<file path="src/rtl/branch_redirect_if.sv">
// branch_redirect_if: resolver/fetch/predictor signals of the branch redirect unit
package branch_redirect_pkg;
  typedef struct packed {
    logic        valid;
    logic        taken;
    logic [31:0] target;
  } branch_resolved_t;
endpackage

interface branch_redirect_if;
  import branch_redirect_pkg::*;
  logic             stall;
  logic             except_flush;
  branch_resolved_t resolved_branch;
  logic [31:0]      pc;
  logic             pred_taken;
  logic [31:0]      pred_target;
  logic             ds_valid;
  logic             stall_req;
  logic             redirect_valid;
  logic [31:0]      redirect_pc;
  logic             flush_fetch;
  logic             upd_valid;
  logic             upd_ready;
  logic [31:0]      upd_pc;
  logic [31:0]      upd_target;
  logic             upd_taken;
  logic [31:0]      mispredict_cnt;
  modport slave (
    input  stall, except_flush, resolved_branch, pc, pred_taken, pred_target, ds_valid, upd_ready,
    output stall_req, redirect_valid, redirect_pc, flush_fetch, upd_valid, upd_pc, upd_target,
           upd_taken, mispredict_cnt
  );
  modport master (
    output stall, except_flush, resolved_branch, pc, pred_taken, pred_target, ds_valid, upd_ready,
    input  stall_req, redirect_valid, redirect_pc, flush_fetch, upd_valid, upd_pc, upd_target,
           upd_taken, mispredict_cnt
  );
endinterface

</file>
<file path="src/rtl/branch_redirect.sv">
// branch_redirect: mispredict detection, delay-slot-aware fetch redirect and predictor update FIFO
module branch_redirect
  import branch_redirect_pkg::*;
#(
  parameter int UPD_DEPTH = 4
) (
  input logic              clk,
  input logic              rst_n,
  branch_redirect_if.slave bus
);
  localparam int AW = $clog2(UPD_DEPTH);
  typedef enum logic [1:0] {IDLE, WAIT_DS, REDIRECT} state_t;
  typedef struct packed {
    logic [31:0] pc;
    logic        taken;
    logic [31:0] target;
  } upd_t;
  state_t      state, state_nx;
  upd_t        mem [UPD_DEPTH];
  logic [AW:0] wp, rp;
  logic [31:0] fix_pc, fix_q, cnt;
  logic        accept, mispredict, full, empty, pop;
  assign mispredict = (bus.resolved_branch.taken != bus.pred_taken) |
                      (bus.resolved_branch.taken & (bus.resolved_branch.target != bus.pred_target));
  assign accept = bus.resolved_branch.valid & ~bus.stall & ~bus.stall_req & ~bus.except_flush;
  assign fix_pc = bus.resolved_branch.taken ? bus.resolved_branch.target : bus.pc + 32'd8;
  assign empty = wp == rp;
  // Extra pointer bit tells a full ring from an empty one
  assign full = (wp[AW] != rp[AW]) && (wp[AW-1:0] == rp[AW-1:0]);
  assign pop = ~empty & bus.upd_ready;
  assign bus.stall_req = (state != IDLE) | full;
  assign bus.redirect_pc = fix_q;
  assign bus.mispredict_cnt = cnt;
  assign bus.upd_valid = ~empty;
  assign bus.upd_pc = mem[rp[AW-1:0]].pc;
  assign bus.upd_taken = mem[rp[AW-1:0]].taken;
  assign bus.upd_target = mem[rp[AW-1:0]].target;
  always_comb begin
    state_nx = state;
    bus.redirect_valid = state == REDIRECT;
    bus.flush_fetch = state == REDIRECT;
    state_nx = bus.except_flush ? IDLE :
               state == IDLE    ? ((accept & mispredict) ? (bus.ds_valid ? REDIRECT : WAIT_DS) : IDLE) :
               state == WAIT_DS ? (bus.ds_valid ? REDIRECT : WAIT_DS) : IDLE;
  end
  always_ff @(posedge clk or negedge rst_n) begin
    if (!rst_n) begin
      state <= IDLE;
      fix_q <= '0;
      cnt <= '0;
      wp <= '0;
      rp <= '0;
      for (int i = 0; i < UPD_DEPTH; i++) mem[i] <= '0;
    end else begin
      state <= state_nx;
      if (accept & mispredict) begin
        fix_q <= fix_pc;
        cnt <= cnt + 32'd1;
      end
      if (accept) begin
        mem[wp[AW-1:0]] <= '{pc: bus.pc, taken: bus.resolved_branch.taken, target: bus.resolved_branch.target};
        wp <= wp + (AW+1)'(1);
      end
      if (pop) rp <= rp + (AW+1)'(1);
    end
  end
endmodule

</file>
<file path="src/flat_wrapper.sv">
// flat-port wrapper written by rule: the top's interface ports become plain ports
module branch_redirect_flat import branch_redirect_pkg::*;
#(
  parameter int UPD_DEPTH = 4
)
  (clk, rst_n, bus_stall, bus_except_flush, bus_resolved_branch, bus_pc, bus_pred_taken, bus_pred_target, bus_ds_valid, bus_upd_ready, bus_stall_req, bus_redirect_valid, bus_redirect_pc, bus_flush_fetch, bus_upd_valid, bus_upd_pc, bus_upd_target, bus_upd_taken, bus_mispredict_cnt);
  branch_redirect_if bus_i ();
  input logic clk;
  input logic rst_n;
  input wire logic [$bits(bus_i.stall)-1:0] bus_stall;
  input wire logic [$bits(bus_i.except_flush)-1:0] bus_except_flush;
  input wire logic [$bits(bus_i.resolved_branch)-1:0] bus_resolved_branch;
  input wire logic [$bits(bus_i.pc)-1:0] bus_pc;
  input wire logic [$bits(bus_i.pred_taken)-1:0] bus_pred_taken;
  input wire logic [$bits(bus_i.pred_target)-1:0] bus_pred_target;
  input wire logic [$bits(bus_i.ds_valid)-1:0] bus_ds_valid;
  input wire logic [$bits(bus_i.upd_ready)-1:0] bus_upd_ready;
  output wire logic [$bits(bus_i.stall_req)-1:0] bus_stall_req;
  output wire logic [$bits(bus_i.redirect_valid)-1:0] bus_redirect_valid;
  output wire logic [$bits(bus_i.redirect_pc)-1:0] bus_redirect_pc;
  output wire logic [$bits(bus_i.flush_fetch)-1:0] bus_flush_fetch;
  output wire logic [$bits(bus_i.upd_valid)-1:0] bus_upd_valid;
  output wire logic [$bits(bus_i.upd_pc)-1:0] bus_upd_pc;
  output wire logic [$bits(bus_i.upd_target)-1:0] bus_upd_target;
  output wire logic [$bits(bus_i.upd_taken)-1:0] bus_upd_taken;
  output wire logic [$bits(bus_i.mispredict_cnt)-1:0] bus_mispredict_cnt;
  assign bus_i.stall = bus_stall;
  assign bus_i.except_flush = bus_except_flush;
  assign bus_i.resolved_branch = bus_resolved_branch;
  assign bus_i.pc = bus_pc;
  assign bus_i.pred_taken = bus_pred_taken;
  assign bus_i.pred_target = bus_pred_target;
  assign bus_i.ds_valid = bus_ds_valid;
  assign bus_i.upd_ready = bus_upd_ready;
  assign bus_stall_req = bus_i.stall_req;
  assign bus_redirect_valid = bus_i.redirect_valid;
  assign bus_redirect_pc = bus_i.redirect_pc;
  assign bus_flush_fetch = bus_i.flush_fetch;
  assign bus_upd_valid = bus_i.upd_valid;
  assign bus_upd_pc = bus_i.upd_pc;
  assign bus_upd_target = bus_i.upd_target;
  assign bus_upd_taken = bus_i.upd_taken;
  assign bus_mispredict_cnt = bus_i.mispredict_cnt;
  branch_redirect #(.UPD_DEPTH(UPD_DEPTH)) u_core (.clk(clk), .rst_n(rst_n), .bus(bus_i));
endmodule
</file>
<file path="config.mk">
export PLATFORM = sky130hd
export DESIGN_NAME = branch_redirect_flat
export DESIGN_NICKNAME = d
export VERILOG_FILES = /design/src/rtl/branch_redirect_if.sv /design/src/rtl/branch_redirect.sv /design/src/flat_wrapper.sv
export SDC_FILE = /design/constraint.sdc
export NUM_CORES = 1
export LEC_CHECK = 0
export CORE_ASPECT_RATIO = 0.7
export CORE_MARGIN = 3
export CORE_UTILIZATION = 48
export CTS_CLUSTER_DIAMETER = 50
export DETAILED_ROUTE_END_ITERATION = 12
export GPL_TIMING_DRIVEN = 0
export HOLD_SLACK_MARGIN = 0.1
export PLACE_DENSITY = 0.71
export SLEW_MARGIN = 25
export SYNTH_ARGS = -nofsm -noshare
export SYNTH_HDL_FRONTEND = slang
export SYNTH_SLANG_ARGS = --single-unit
</file>
<file path="constraint.sdc">
create_clock -name clk -period 7.4 [get_ports clk]
set_input_delay 0.74 -clock clk [delete_from_list [all_inputs] [get_ports clk]]
set_output_delay 0.74 -clock clk [all_outputs]
set_load 0.005 [all_outputs]
</file>
After elaboration in Yosys (flattened, before gate mapping)
Index checks and enable logic that the tools add are counted.
Word-level totals
  register bits after elaboration: 332
  bits of input ports: 105
  output and inout port bits: 133
  logic and storage cells: 61
Operators by class
  add/subtract/negate cells: 4
  order comparisons: 3
  equality and inequality tests: 7
  multiplexer cells: 12
  bitwise logic cells: 14
  reduce and logical (&&, ||, !) cells: 4
Operator list (number)
  260-bit bitwise mux: 1
  65-bit 2-to-1 mux: 3
  65-bit binary-select mux with 2-bit select: 1
  65-bit demux with 2-bit select: 1
  32-bit by 1-bit adder with 32-bit output, second input constant: 1
  32-bit by 4-bit adder with 32-bit output, second input constant: 1
  32-bit 2-to-1 mux: 1
  32-bit inequality test: 1
  2-bit 2-to-1 mux: 5
  3-bit by 1-bit adder with 3-bit output, second input constant: 2
  1-bit AND: 6
  3-bit >= comparator, second input constant: 2
  2-bit NOT with 3-bit output: 2
  1-bit NOT: 4
  3-bit equality test: 1
  3-bit by 1-bit less-than comparator with 1-bit output, second input constant: 1
  2-bit by 1-bit equality test with 1-bit output, second input constant: 1
  2-bit equality test: 1
  2-bit equality test, second input constant: 1
  1-bit logical AND: 2
  2-bit logical NOT: 1
  1-bit inequality test: 2
  1-bit OR: 2
  2-bit nonzero test: 1

Logic depth before layout (Yosys ltp)
Gate-level depths: netlist (run 1).
  word-level depth: 10
  depth in mapped cells: 9
  gate-level depth less buffers: 7

Worst setup path after synthesis (run 1)
Ideal clock, no wire load.
  kind: register -> output
  from: register u_core.rp[0]
  to: output bus_upd_pc[0]
  data arrival time: 2.066 ns
  required time: 6.660 ns
  path slack: 4.594 ns
  cell stages (with the launch flop): 5
  buffers on the path: 3
  cell sequence: dfrtp_1 -> clkbuf_1 -> clkbuf_1 -> buf_1 -> mux4_2
Between the ends
  word-level cells in the longest chain between the ends: 4
RTL lines
  start, declared: line branch_redirect.sv:20  | logic [AW:0] wp, rp;
  start signal, assigned: line branch_redirect.sv:64  | if (pop) rp <= rp + (AW+1)'(1);
  2-bit NOT with 3-bit output (implied by the code): line branch_redirect.sv:35  | assign bus.upd_pc = mem[rp[AW-1:0]].pc;
  65-bit binary-select mux with 2-bit select: line branch_redirect.sv:35
  65-bit 2-to-1 mux (implied by the code) (2 in series): line branch_redirect.sv:35
  end, declared: line flat_wrapper.sv:23  | output wire logic [$bits(bus_i.upd_pc)-1:0] bus_upd_pc;
No other way between the ends. The select of a mux whose other input is x is not followed.

Worst setup path after layout (run 1)
  from: register u_core.rp[0]
  to: output bus_upd_pc[10]
The elaborated chain is that of the path after synthesis.

==> results by stage, run 1 <==
Run status:
- The run finished with clean final reports.

Timing:
- Adding up every negative setup slack in the final design gives 0 ns.
- For the pin with the worst max-slew slack, the measured transition is 0.9342 ns.
- The maximum clock skew at final layout is 0.009884 ns.
- The max-slew violation count is 0.
- The highest achievable clock rate is 229.7 MHz.
- The worst path in the final design needs a cycle of 4.353 ns, including I/O delays and setup.
- Setup repair after global routing left no endpoint under its margin.
- The fraction of the cycle the final worst path needs is 0.5883.
- Measured against its own limit, the worst slew margin works out to 0.3772.
- Setup violations remaining at the end of the flow were counted as 0.
- The final hold violation count came to 0.
- The worst hold margin is 0.1842 ns.

Logic synthesis:
- The synthesized netlist net count is approximately 1200.
- For this run, the register share of the synthesized area comes to 0.5331.
- The number of warnings reported in the yosys synthesis log is 0.
- The count of state elements after synthesis is 332.
- The mapped netlist covers between 0.015 and 0.02 mm^2.
- The number of distinct library cells after synthesis is 42.
- Synthesis handed over a netlist of 1106 instances.
- A synthesized cell averages 14.09 um^2.

Setup path:
- The endpoint arrival time on the critical path is 3.61 ns.
- Counting stages on the worst path, the most repeated cell is sky130_fd_sc_hd__clkbuf_1.
- The count of buffer and inverter cells on the critical path is 4.
- The largest stage delay on the critical path is 0.73 ns.
- The required time of the worst setup path is 6.66 ns.
- Measured in cells, the most critical reg-to-reg path has a length of 6.
- The nature of the critical path endpoint is a primary output.
- The critical path depth in cells is 5.
- The cell family contributing the most delay on the critical path is buffers and inverters.
- The worst setup path is launched from a register.
- Traced cell by cell, the critical path runs through clkbuf_1 -> clkbuf_1 -> buf_1 -> mux4_2 -> clkdlybuf4s50_1.
- The worst setup path category is reg -> out.
- Along the worst path, the maximum fanout reaches 10.
- The cell with the largest stage delay on the worst path is sky130_fd_sc_hd__clkbuf_1.

Job:
- The max capacitance violation total is 0.

Power and ir drop:
- The total power per unit cell area is 408.5 mW/mm^2.
- The design draws 8.038 mW.
- The leakage power is 8.364 nW.
- The maximum VDD drop is 0.0002400 V.

Clocking:
- The H-tree depth is 2.
- The maximum clock path buffer count is 3.
- The count of cells resized by post-cts repair is 0.
- The number of buffers created by CTS is 35.
- Clock-pin slew was measured on the worst setup and hold paths at about 0.060 ns.
- TritonCTS built the clock tree.
- The sink count of the clock tree is 332.
- The number of setup buffers added after CTS is 0.
- The cell sitting at the root of the clock tree is a sky130_fd_sc_hd__clkbuf_16.
- Buffers inserted to repair hold after CTS numbered 0.
- Clock latency on the worst-skew pair, taken at its later pin, is 0.53 ns.

Die:
- The vertical die dimension is 156.8 um.
- For this configuration, the core starts out at a cell density of 0.4939.
- The floorplan has 54 rows.
- The region available for standard cell placement spans 0.03155 mm^2.
- The die is 221.4 um wide.
- 238 I/O pins were placed.
- The die covers approximately 0.035 mm^2.

Placed design:
- The congestion estimate from routability-driven global placement came to 0.8308.
- Detailed placement finished with a half-perimeter wire length of 31270 um.
- Input and output buffers added on the ports amount to 226.
- The instance area after placement is 0.01846 mm^2.

Route:
- The overall routed net length is 43270 um.
- The first-pass iteration count of the detailed router is 5.
- The via density per instance is 5.725.
- The per-cell routed wire length is 23.76 um.
- For this block, the initial DRC count from the detailed router was 867.
- The routed layout has 10430 vias.
- The number of remaining DRC errors is 0.
- The remaining antenna violation count after routing is 0.

Finish:
- Measured on the finished design, the core utilization comes to 0.6237.
- The area growth from synthesis to layout is 26.29%.
- In the layout the commonest cells are sky130_fd_sc_hd__dfrtp_1, sky130_fd_sc_hd__mux2_2, sky130_fd_sc_hd__clkdlybuf4s50_1.
- The most common library cell in the layout ignoring fill and taps is sky130_fd_sc_hd__dfrtp_1.
- The number of inserted filler cells in the final layout is roughly 2400.
- Of the cells placed in the final design, the portion with a size suffix greater than 1 is 0.3028.
- After the last flow step, the layout net total stands at 1484.
- The post-layout instance area is 0.01968 mm^2.

Min path:
- The path category of the worst min-delay check is in -> async.

Global route:
- Entering global routing, the biggest net connects 94 pins.
- The initial antenna violation count came to 4.
- The first-pass GRT wire length is between 60000 and 70000 um.
- In the global route stage, overall resource usage came out at 0.2504.
- The sum of overflow across all layers after global routing is 0.
- The via count of the first global-routing pass is 10640.
-- flip-flops by register name, summed over array words and instances (netlist names) --
| signal | flops |
|---|---|
| u_core.bus.redirect_pc | 32 |
| u_core.state | 2 |
| u_core.bus.mispredict_cnt | 32 |
| u_core.rp | 3 |
| u_core.mem | 260 |
| u_core.wp | 3 |
-- path summary, 6_finish.rpt --
kind | slack, ns | endpoint | from
setup / recovery | 3.05 | bus_upd_pc[10] | u_core.rp[0]
hold / removal | 0.18 | u_core.mem[234] | rst_n
setup reg to reg | 4.34 | u_core.mem[94] | u_core.state[1]
hold reg to reg | 0.48 | u_core.bus.mispredict_cnt[31] | u_core.bus.mispredict_cnt[31]
max in group asynchronous | 5.90 | u_core.mem[85] | rst_n
min in group clk | 0.48 | u_core.bus.mispredict_cnt[31] | u_core.bus.mispredict_cnt[31]
-- metrics by stage --
step,std cells,setup slack (ns)
after floorplan,1106,4.594
after global placement,1752,-8.848
after detailed placement,1755,3.306
after CTS,1817,2.828
after global routing,1820,2.815
final,1821,3.047
-- report_power, final --
group	leakage, nW	total, mW	internal [mW]	switching (mW)
combinational	3.64	3.14	2.01	1.13
sequential	4.14	3.05	2.61	0.446
clock	0.580	1.85	1.11	0.737
total	8.36	8.04	5.73	2.31
-- worst reg2reg max path: cells and delay by family (launching register included) --
| family | cells | cell delay (ns) |
|---|---|---|
| and+or+nand+nor | 2 | 1.00 |
| AOI/OAI and AO/OA | 1 | 0.50 |
| DFF | 1 | 0.42 |
| muxes | 1 | 0.34 |
| buffers and inverters | 2 | 0.67 |
-- cell families (layout without fill, tap and decap cells) --
kind of cell | count (synthesis) | count (layout) | synth area share
AOI/OAI and AO/OA | 61 | 61 | 0.02264
xor gates and xnor gates | 92 | 92 | 0.05171
adders and majority gates | 7 | 7 | 0.005620
buffers and inverters | 83 | 374 | 0.02345
DFF | 332 | 332 | 0.5331
muxes | 345 | 345 | 0.3020
other | 0 | 4 | 0
and+or+nand+nor | 186 | 186 | 0.06150
-- metal layers --
metal	share of wire	up-vias	routed length (um)	global-route usage
li1	-	4576	-	-
met1	0.46	5443	20000	0.3673
met2	0.45	345	19420	0.3792
met3	0.066	60	2867	0.05607
met4	0.023	2	979	0.07016
met5	0.00016	-	7	0
-- synth_stat cells --
cell type | n | area (um^2)
sky130_fd_sc_hd__clkbuf_1 | 27 | 101.4
sky130_fd_sc_hd__buf_8 | 2 | 30.03
sky130_fd_sc_hd__a311o_1 | 1 | 10.01
sky130_fd_sc_hd__o21a_1 | 1 | 7.510
sky130_fd_sc_hd__buf_6 | 2 | 22.52
sky130_fd_sc_hd__nor2_1 | 11 | 41.29
sky130_fd_sc_hd__inv_1 | 11 | 41.29
sky130_fd_sc_hd__or4_1 | 1 | 7.510
sky130_fd_sc_hd__or3_1 | 1 | 6.260
sky130_fd_sc_hd__or4b_1 | 1 | 10.01
sky130_fd_sc_hd__mux2i_1 | 4 | 40.04
sky130_fd_sc_hd__buf_1 | 30 | 112.6
sky130_fd_sc_hd__a31oi_1 | 1 | 6.260
sky130_fd_sc_hd__a311oi_4 | 1 | 26.28
sky130_fd_sc_hd__nor4_2 | 1 | 12.51
sky130_fd_sc_hd__a2111oi_2 | 1 | 15.01
sky130_fd_sc_hd__a222oi_1 | 1 | 10.01
sky130_fd_sc_hd__dfrtp_1 | 332 | 8308
sky130_fd_sc_hd__buf_2 | 10 | 50.05
sky130_fd_sc_hd__nand3b_1 | 1 | 7.510
sky130_fd_sc_hd__o211ai_1 | 1 | 7.510
sky130_fd_sc_hd__nand2_1 | 64 | 240.2
sky130_fd_sc_hd__and4_1 | 2 | 17.52
sky130_fd_sc_hd__nor2b_4 | 1 | 13.76
sky130_fd_sc_hd__mux2_2 | 251 | 2826
sky130_fd_sc_hd__xnor2_1 | 48 | 420.4
sky130_fd_sc_hd__buf_4 | 1 | 7.510
sky130_fd_sc_hd__nand4_1 | 27 | 168.9
sky130_fd_sc_hd__xor2_1 | 44 | 385.4
sky130_fd_sc_hd__ha_1 | 7 | 87.58
sky130_fd_sc_hd__a21oi_1 | 9 | 45.04
sky130_fd_sc_hd__mux2_4 | 25 | 375.4
sky130_fd_sc_hd__nand3_1 | 30 | 150.1
sky130_fd_sc_hd__nor4b_1 | 1 | 8.760
sky130_fd_sc_hd__o21ai_0 | 45 | 225.2
sky130_fd_sc_hd__nor3_1 | 8 | 40.04
sky130_fd_sc_hd__and2_4 | 1 | 8.760
sky130_fd_sc_hd__and3_1 | 17 | 106.4
sky130_fd_sc_hd__and2_1 | 7 | 43.79
sky130_fd_sc_hd__mux4_2 | 65 | 1464
sky130_fd_sc_hd__nor2b_1 | 2 | 12.51
sky130_fd_sc_hd__nor4_1 | 10 | 62.56
-- area by class of cell --
| type | instances | area, um^2 | share of cell area |
|---|---|---|---|
| timing repair buffer | 229 | 2350 | 0.1194 |
| multi-input combinational | 691 | 6917 | 0.3515 |
| clock inverter | 11 | 171.4 | 0.008710 |
| buffer | 72 | 329.1 | 0.01672 |
| antenna | 4 | 10.01 | 0.0005086 |
| sequential | 332 | 8308 | 0.4222 |
| tap | 420 | 525.5 | 0.02670 |
| inverter | 11 | 41.29 | 0.002098 |
| clock buffer | 51 | 1028 | 0.05226 |
Note: power is estimated with default switching activity, not from simulation.
==> run 2, diff against run 1 <==
Clock period 7.4 ns to 4.52 ns, I/O delays scaled along.
==> results by stage, run 2 (same netlist as run 1, synthesis figures left out) <==
Run status:
- The run finished with clean final reports.

Timing:
- The final hold violation count came to 0.
- The fraction of the cycle the final worst path needs is 0.9013.
- Setup violations remaining at the end of the flow were counted as 0.
- Subtracting the final worst setup slack from the clock period gives about 4.1 ns.
- Setup repair after global routing left no endpoint under its margin.
- The max-slew violation count was 0.
- For the pin with the worst max-slew slack, the measured transition is 0.9229 ns.
- In this run the tightest slew margin relative to its limit is 0.3847.
- For this run, the top clock speed supported by timing is 245.5 MHz.
- The minimum setup slack in the final design is 0.4463 ns.
- Across the routed clock network, the largest skew measured is 0.01026 ns.

Power and ir drop:
- The total power per unit cell area is ~670 mW/mm^2.
- The share of total power dissipated in sequential elements is 0.380.
- Summed over all nets, the switching power comes to 3.781 mW.
- The internal portion of the total power is 9.376 mW.
- Summed over all cells, the static leakage comes to approximately 8.4 nW.
- Of the total power, combinational logic draws 0.390.
- The maximum VDD drop is 0.0003930 V.
- The switching power as a share of total power is 0.2874.
- The clock share of power is 0.230.

Route:
- The overall routed net length is 43290 um.
- Summed over all nets, wire length on met3 after detailed routing comes to about 2900 um.
- The count of nets left with antenna violations once routing finished came out at 0.
- The via count of the routed design is 10460.
- Signal routing reaches up to met5.
- The first-pass iteration count of the detailed router is 5.
- Dividing the detail-routed wire length by the instance count gives 23.76 um.
- The via density per instance is 5.739.
- For this block, the initial DRC count from the detailed router was 894.
- The number of remaining DRC errors is 0.
- The total length of routed met2 wires is roughly 19000 um.
- The wire length the detailed router placed on met1 is 19930 um.

Global route:
- The global routing usage summed across all routing layers is 0.2504.
- The initial antenna violation count is 4.
- The via count of the first global-routing pass came to ~11000.
- The first-pass GRT wire length is 65780 um.
- Entering global routing, the biggest net connects 94 pins.
- The sum of overflow across all layers after global routing is 0.

Clocking:
- Buffers added to address setup during post-CTS repair amount to 0.
- The H-tree depth is 2.
- The tree is rooted in a sky130_fd_sc_hd__clkbuf_16.
- The clock reaches the later pin of the worst-skew pair after 0.53 ns.
- The number of hold buffers added after CTS was 1.
- The TritonCTS clock tree is yes.
- The sink count of the clock tree is 332.
- The number of buffers created by CTS is 35.
- Post-CTS repair changed the size of 0 cells.
- After clock tree synthesis, the clock-pin slew on the worst setup and hold paths is 0.06 ns.
- The clock passes through at most 3 buffers.

Finish:
- The most common library cell in the layout ignoring fill and taps is sky130_fd_sc_hd__dfrtp_1.
- The layout has between 2000 and 2500 filler cells.
- The fraction of final layout cells with drive strength greater than 1 is 0.3026.
- The final core utilization is 0.6240.
- The register with the most flip-flops in the layout has 260 of them.
- The final layout contains 1485 nets.
- Counting flops per register, the top entry is u_core.mem.
- Compared with the post-synthesis result, the final layout area differs by 26.35%.
- In the layout the commonest cells are sky130_fd_sc_hd__dfrtp_1, sky130_fd_sc_hd__mux2_2, sky130_fd_sc_hd__clkdlybuf4s50_1.

Die:
- The row count is 54.
- For this configuration, the core starts out at a cell density of 0.4939.
- Measured along the y axis, the die boundary spans 156.8 um.
- The die covers between 0.03 and 0.04 mm^2.
- The total area inside the core boundary comes to 0.03155 mm^2.
- The I/O pin count is approximately 240.
- The die extent in x is 221.4 um.

Job:
- Across the run, the number of max-cap violations was 0.

Setup path:
- The nature of the critical path startpoint is a register.
- The nature of the critical path endpoint is a primary output.
- The setup path with the least slack is of type reg -> out.
- Data on the critical path is required at its endpoint by 4.07 ns.
- The top fanout value on the critical path is 10.
- Data on the critical path arrives at its endpoint at 3.62 ns.

Placed design:
- Port buffering added 226 buffers.
- Summed over all nets, the half-perimeter wirelength after detailed placement is about 31000 um.
- The global placement routability congestion is slightly above 0.8.
- The placement-stage worst setup slack is slightly above 0.7 ns.

Min path:
- In this run the worst hold path is classified as in -> reg.
## run 2: layout make-up
cell class / instances / area, um^2 / area share
flip-flops and latches: 332 / 8308 / 0.4219
inverters: 11 / 41.29 / 0.002097
repair buffers: 230 / 2360 / 0.1198
clock inverters: 11 / 171.4 / 0.008706
well taps: 420 / 525.5 / 0.02669
diodes: 4 / 10.01 / 0.0005084
clock buffers: 51 / 1028 / 0.05223
plain buffers: 72 / 329.1 / 0.01671
multi-input cells: 691 / 6917 / 0.3513
## run 2: per-layer routing
metal | vias to the layer above | global-route usage
li1 | 4578 | -
met1 | 5474 | 0.3674
met2 | 346 | 0.3792
met4 | 2 | 0.07016
met5 | - | 0
met3 | 56 | 0.05588
## run 2: worst paths after layout
check                                                    from  slack (ns)  cells after the start                             to
max in group asynchronous                               rst_n        2.72                      4                 u_core.mem[85]
worst min register to register  u_core.bus.mispredict_cnt[31]        0.48                      1  u_core.bus.mispredict_cnt[31]
min in group asynchronous                               rst_n        0.48                      2                u_core.mem[234]
worst max-delay path                             u_core.rp[0]        0.45                      5                 bus_upd_pc[10]
worst min-delay path                                bus_pc[7]        0.31                      2                u_core.mem[105]
worst max register to register                u_core.state[1]        1.47                      6                 u_core.mem[94]
## run 2: metrics by stage
step / TNS, ns / cells / area [um^2] / power [mW] / hold WS, ns
after global routing: 0 / 1821 / 19690 / 13.83 / 0.3281
after global placement: -3789.42 / 1752 / 18370 / 10.03 / 0.4576
after CTS: 0 / 1818 / 19670 / 13.25 / 0.2928
final: 0 / 1822 / 19690 / 13.16 / 0.3103
after floorplan: 0 / 1106 / 15580 / 7.600 / 0.1564
after detailed placement: 0 / 1755 / 18460 / 10.18 / 0.4608
## run 2: power by group through the flow
stage | registers, mW | clock network [mW] | logic, mW
after global routing | 5.14 | 3.21 | 5.48
after CTS | 4.98 | 3.07 | 5.20
after global placement | 4.98 | 0 | 5.05
final | 5.00 | 3.02 | 5.14
after floorplan | 4.76 | 0 | 2.84
after detailed placement | 5.01 | 0 | 5.16
## run 2: critical path: stages (launching register included)
cell and delay (ns):
sky130_fd_sc_hd__dfrtp_1 0.35, sky130_fd_sc_hd__clkbuf_1 0.18, sky130_fd_sc_hd__clkbuf_1 0.72, sky130_fd_sc_hd__buf_1 0.74, sky130_fd_sc_hd__mux4_2 0.64, sky130_fd_sc_hd__clkdlybuf4s50_1 0.47
==> run 3, diff against run 2 <==
Settings changed: CTS_CLUSTER_SIZE from default to 28, TNS_END_PERCENT from default to 5.
==> results by stage, run 3 (same netlist as run 1, synthesis figures left out) <==
Finish:
- The most common library cell in the layout ignoring fill and taps is sky130_fd_sc_hd__dfrtp_1.
- In the final layout, the share of cells above drive strength 1 is 0.3020.
- The post-layout instance area is 0.01940 mm^2.
- The finished layout holds 1807 standard cells, fillers aside.
- The area used by multi-input combinational logic is 0.006917 mm^2.
- The flip-flop count of the largest register after layout is 260.
- Fill cells in the final layout number 2440.
- Summing all flip-flop and latch instances after layout gives 0.008308 mm^2.
- In the layout the commonest cells are sky130_fd_sc_hd__dfrtp_1, sky130_fd_sc_hd__mux2_2, sky130_fd_sc_hd__clkdlybuf4s50_1.
- The net count of the finished layout is 1476.
- Compared with the post-synthesis result, the final layout area differs by 24.51%.
- u_core.mem holds more flip-flops than any other register.

Clocking:
- The H-tree depth is 1.
- No sink is reached through more buffers than the 3 on the longest clock path.
- In this run, CTS created clock tree buffers numbering 26.
- The clock-pin slew reported for the worst setup and hold paths after clock tree synthesis is 0.09 ns.
- Buffers added to address setup during post-CTS repair amount to 0.
- The tree is rooted in a sky130_fd_sc_hd__clkbuf_16.
- The clock reaches the later pin of the worst-skew pair after 0.56 ns.
- The sink count of the clock tree is 332.
- In this run, post-CTS repair resized a total of 0 instances.
- Buffers inserted to repair hold after CTS numbered 1.
- TritonCTS built the clock tree.

Timing:
- The worst slew slack as a fraction of its limit is 0.3721.
- The maximum clock skew at final layout is 0.02130 ns.
- Setup repair after global routing left no endpoint under its margin.
- The final hold violation count is 0.
- On the final layout, the worst hold slack is 0.2782 ns.
- The max-slew violation count is 0.
- Of the available clock period, the critical path in the final layout requires 0.9053.
- The final critical-path required period is between 4 and 5 ns.
- The count of final setup violators is 0.
- For this run, the top clock speed supported by timing is about 240 MHz.
- At the pin with the least slew margin, the transition time is ~0.94 ns.

Power and ir drop:
- Summed over all cells, the static leakage comes to 8.230 nW.
- IR analysis of the VDD net gives a maximum drop of 0.0004104 V.
- The total power per unit cell area is 647.3 mW/mm^2.
- Summing internal, switching and leakage power gives 12.56 mW.

Setup path:
- The top fanout value on the critical path is 10.
- The count of buffer and inverter cells on the critical path is 4.
- Walking the worst path, the cells encountered are clkbuf_1 -> clkbuf_1 -> buf_1 -> mux4_2 -> clkdlybuf4s50_1.
- The worst setup path category is reg -> out.
- The worst setup path is captured at a primary output.
- The most used cell along the critical path is sky130_fd_sc_hd__clkbuf_1.
- The required time of the worst setup path is roughly 4.1 ns.
- The largest stage delay on the critical path is 0.73 ns.
- The slowest stage of the critical path belongs to the cell sky130_fd_sc_hd__clkbuf_1.
- Grouping stages by cell kind, the critical path spends the most delay in buffers and inverters.
- The endpoint arrival time on the critical path is 3.64 ns.
- STA classifies the critical path startpoint as a register.

Route:
- The first TritonRoute pass finished after 5 iterations.
- The via count of the routed design is 10400.
- The via density per instance is 5.757.
- In the routed design, unresolved DRC markers number 0.
- In this run the remaining antenna-violating nets after routing total 0.
- The per-cell routed wire length is 23.78 um.
- The count of routing violations after the opening detailed-route iteration is 801.
- The overall routed net length is about 43000 um.

Die:
- The die is around 220 um wide.
- The I/O pin count is between 200 and 250.
- The total area inside the core boundary comes to about 0.032 mm^2.
- Measured along the y axis, the die boundary spans 156.8 um.
- The row count is 54.
- The floorplan step defined a die boundary enclosing 0.03470 mm^2.
- The starting density of the core is 0.4939.

Job:
- The max capacitance violation total is 0.

Global route:
- The first-pass GRT wire length is 65090 um.
- For this run, global-route usage on met3 was measured as 0.04988.
- The via count of the first global-routing pass is roughly 11000.
- The met1 routing resource usage after global routing is 0.3637.
- The initial antenna violation count came to 3.
- The sum of overflow across all layers after global routing is 0.
- The largest net degree at the start of global routing is between 90 and 100.
- The layer carrying the most global-route usage is met2.
- For this run, global-route usage on met2 was measured as 0.3782.
- The global routing usage summed across all routing layers is 0.2460.

Placed design:
- Counting tap cells, the placed design contains a total of 1755 instances.
- The placed wire-length estimate after detailed placement is 31270 um.
- The global placement routability congestion is 0.8308.
- The instance area after placement is between 0.015 and 0.02 mm^2.
- The quantity of I/O buffers inserted on ports is around 230.

Min path:
- The path class of the tightest hold or removal check is in -> reg.

Run status:
- The run finished with clean final reports.
-- run 3: path summary, 6_finish.rpt --
kind                            slack (ns)  cells past startpoint                          start                            end
worst max-delay path                  0.43                      5                   u_core.rp[0]                 bus_upd_pc[10]
worst min-delay path                  0.28                      2                      bus_pc[7]                u_core.mem[105]
worst max register to register        1.46                      6                u_core.state[1]                 u_core.mem[94]
worst min register to register        0.48                      1  u_core.bus.mispredict_cnt[31]  u_core.bus.mispredict_cnt[31]
max in group asynchronous             2.75                      4                          rst_n                 u_core.mem[78]
min in group asynchronous             0.45                      2                          rst_n                 u_core.mem[39]
-- run 3: metal layers --
metal	wire [um]	up-vias	part of all wire
li1	-	4542	-
met1	19840	5479	0.46
met2	19390	321	0.45
met3	2686	58	0.063
met4	1053	2	0.025
met5	7	-	0.00016
-- run 3: final cells by class --
class | count | share of cell area
clock inverter | 18 | 0.01025
antenna | 3 | 0.0003869
timing repair buffer | 230 | 0.1216
clock buffer | 30 | 0.03695
tap | 420 | 0.02708
inverter | 11 | 0.002128
sequential | 332 | 0.4282
buffer | 72 | 0.01696
multi-input combinational | 691 | 0.3565
-- run 3: through the flow --
| step | TNS (ns) | util | setup WS [ns] |
|---|---|---|---|
| 2_1_floorplan | 0 | - | 2.002 |
| 4_1_cts | 0 | 0.6144 | 0.2029 |
| 5_1_grt | 0 | 0.6150 | 0.2062 |
| 3_5_place_dp | 0 | 0.5850 | 0.7135 |
| 6_report | 0 | 0.6150 | 0.4282 |
| 3_3_place_gp | -3789.42 | 0.5822 | -11.44 |
-- run 3: power breakdown --
| part | leakage [nW] | internal, mW | switching, mW |
|---|---|---|---|
| Combinational | 3.64 | 3.29 | 1.85 |
| Clock | 0.443 | 1.21 | 1.22 |
| Sequential | 4.14 | 4.26 | 0.735 |
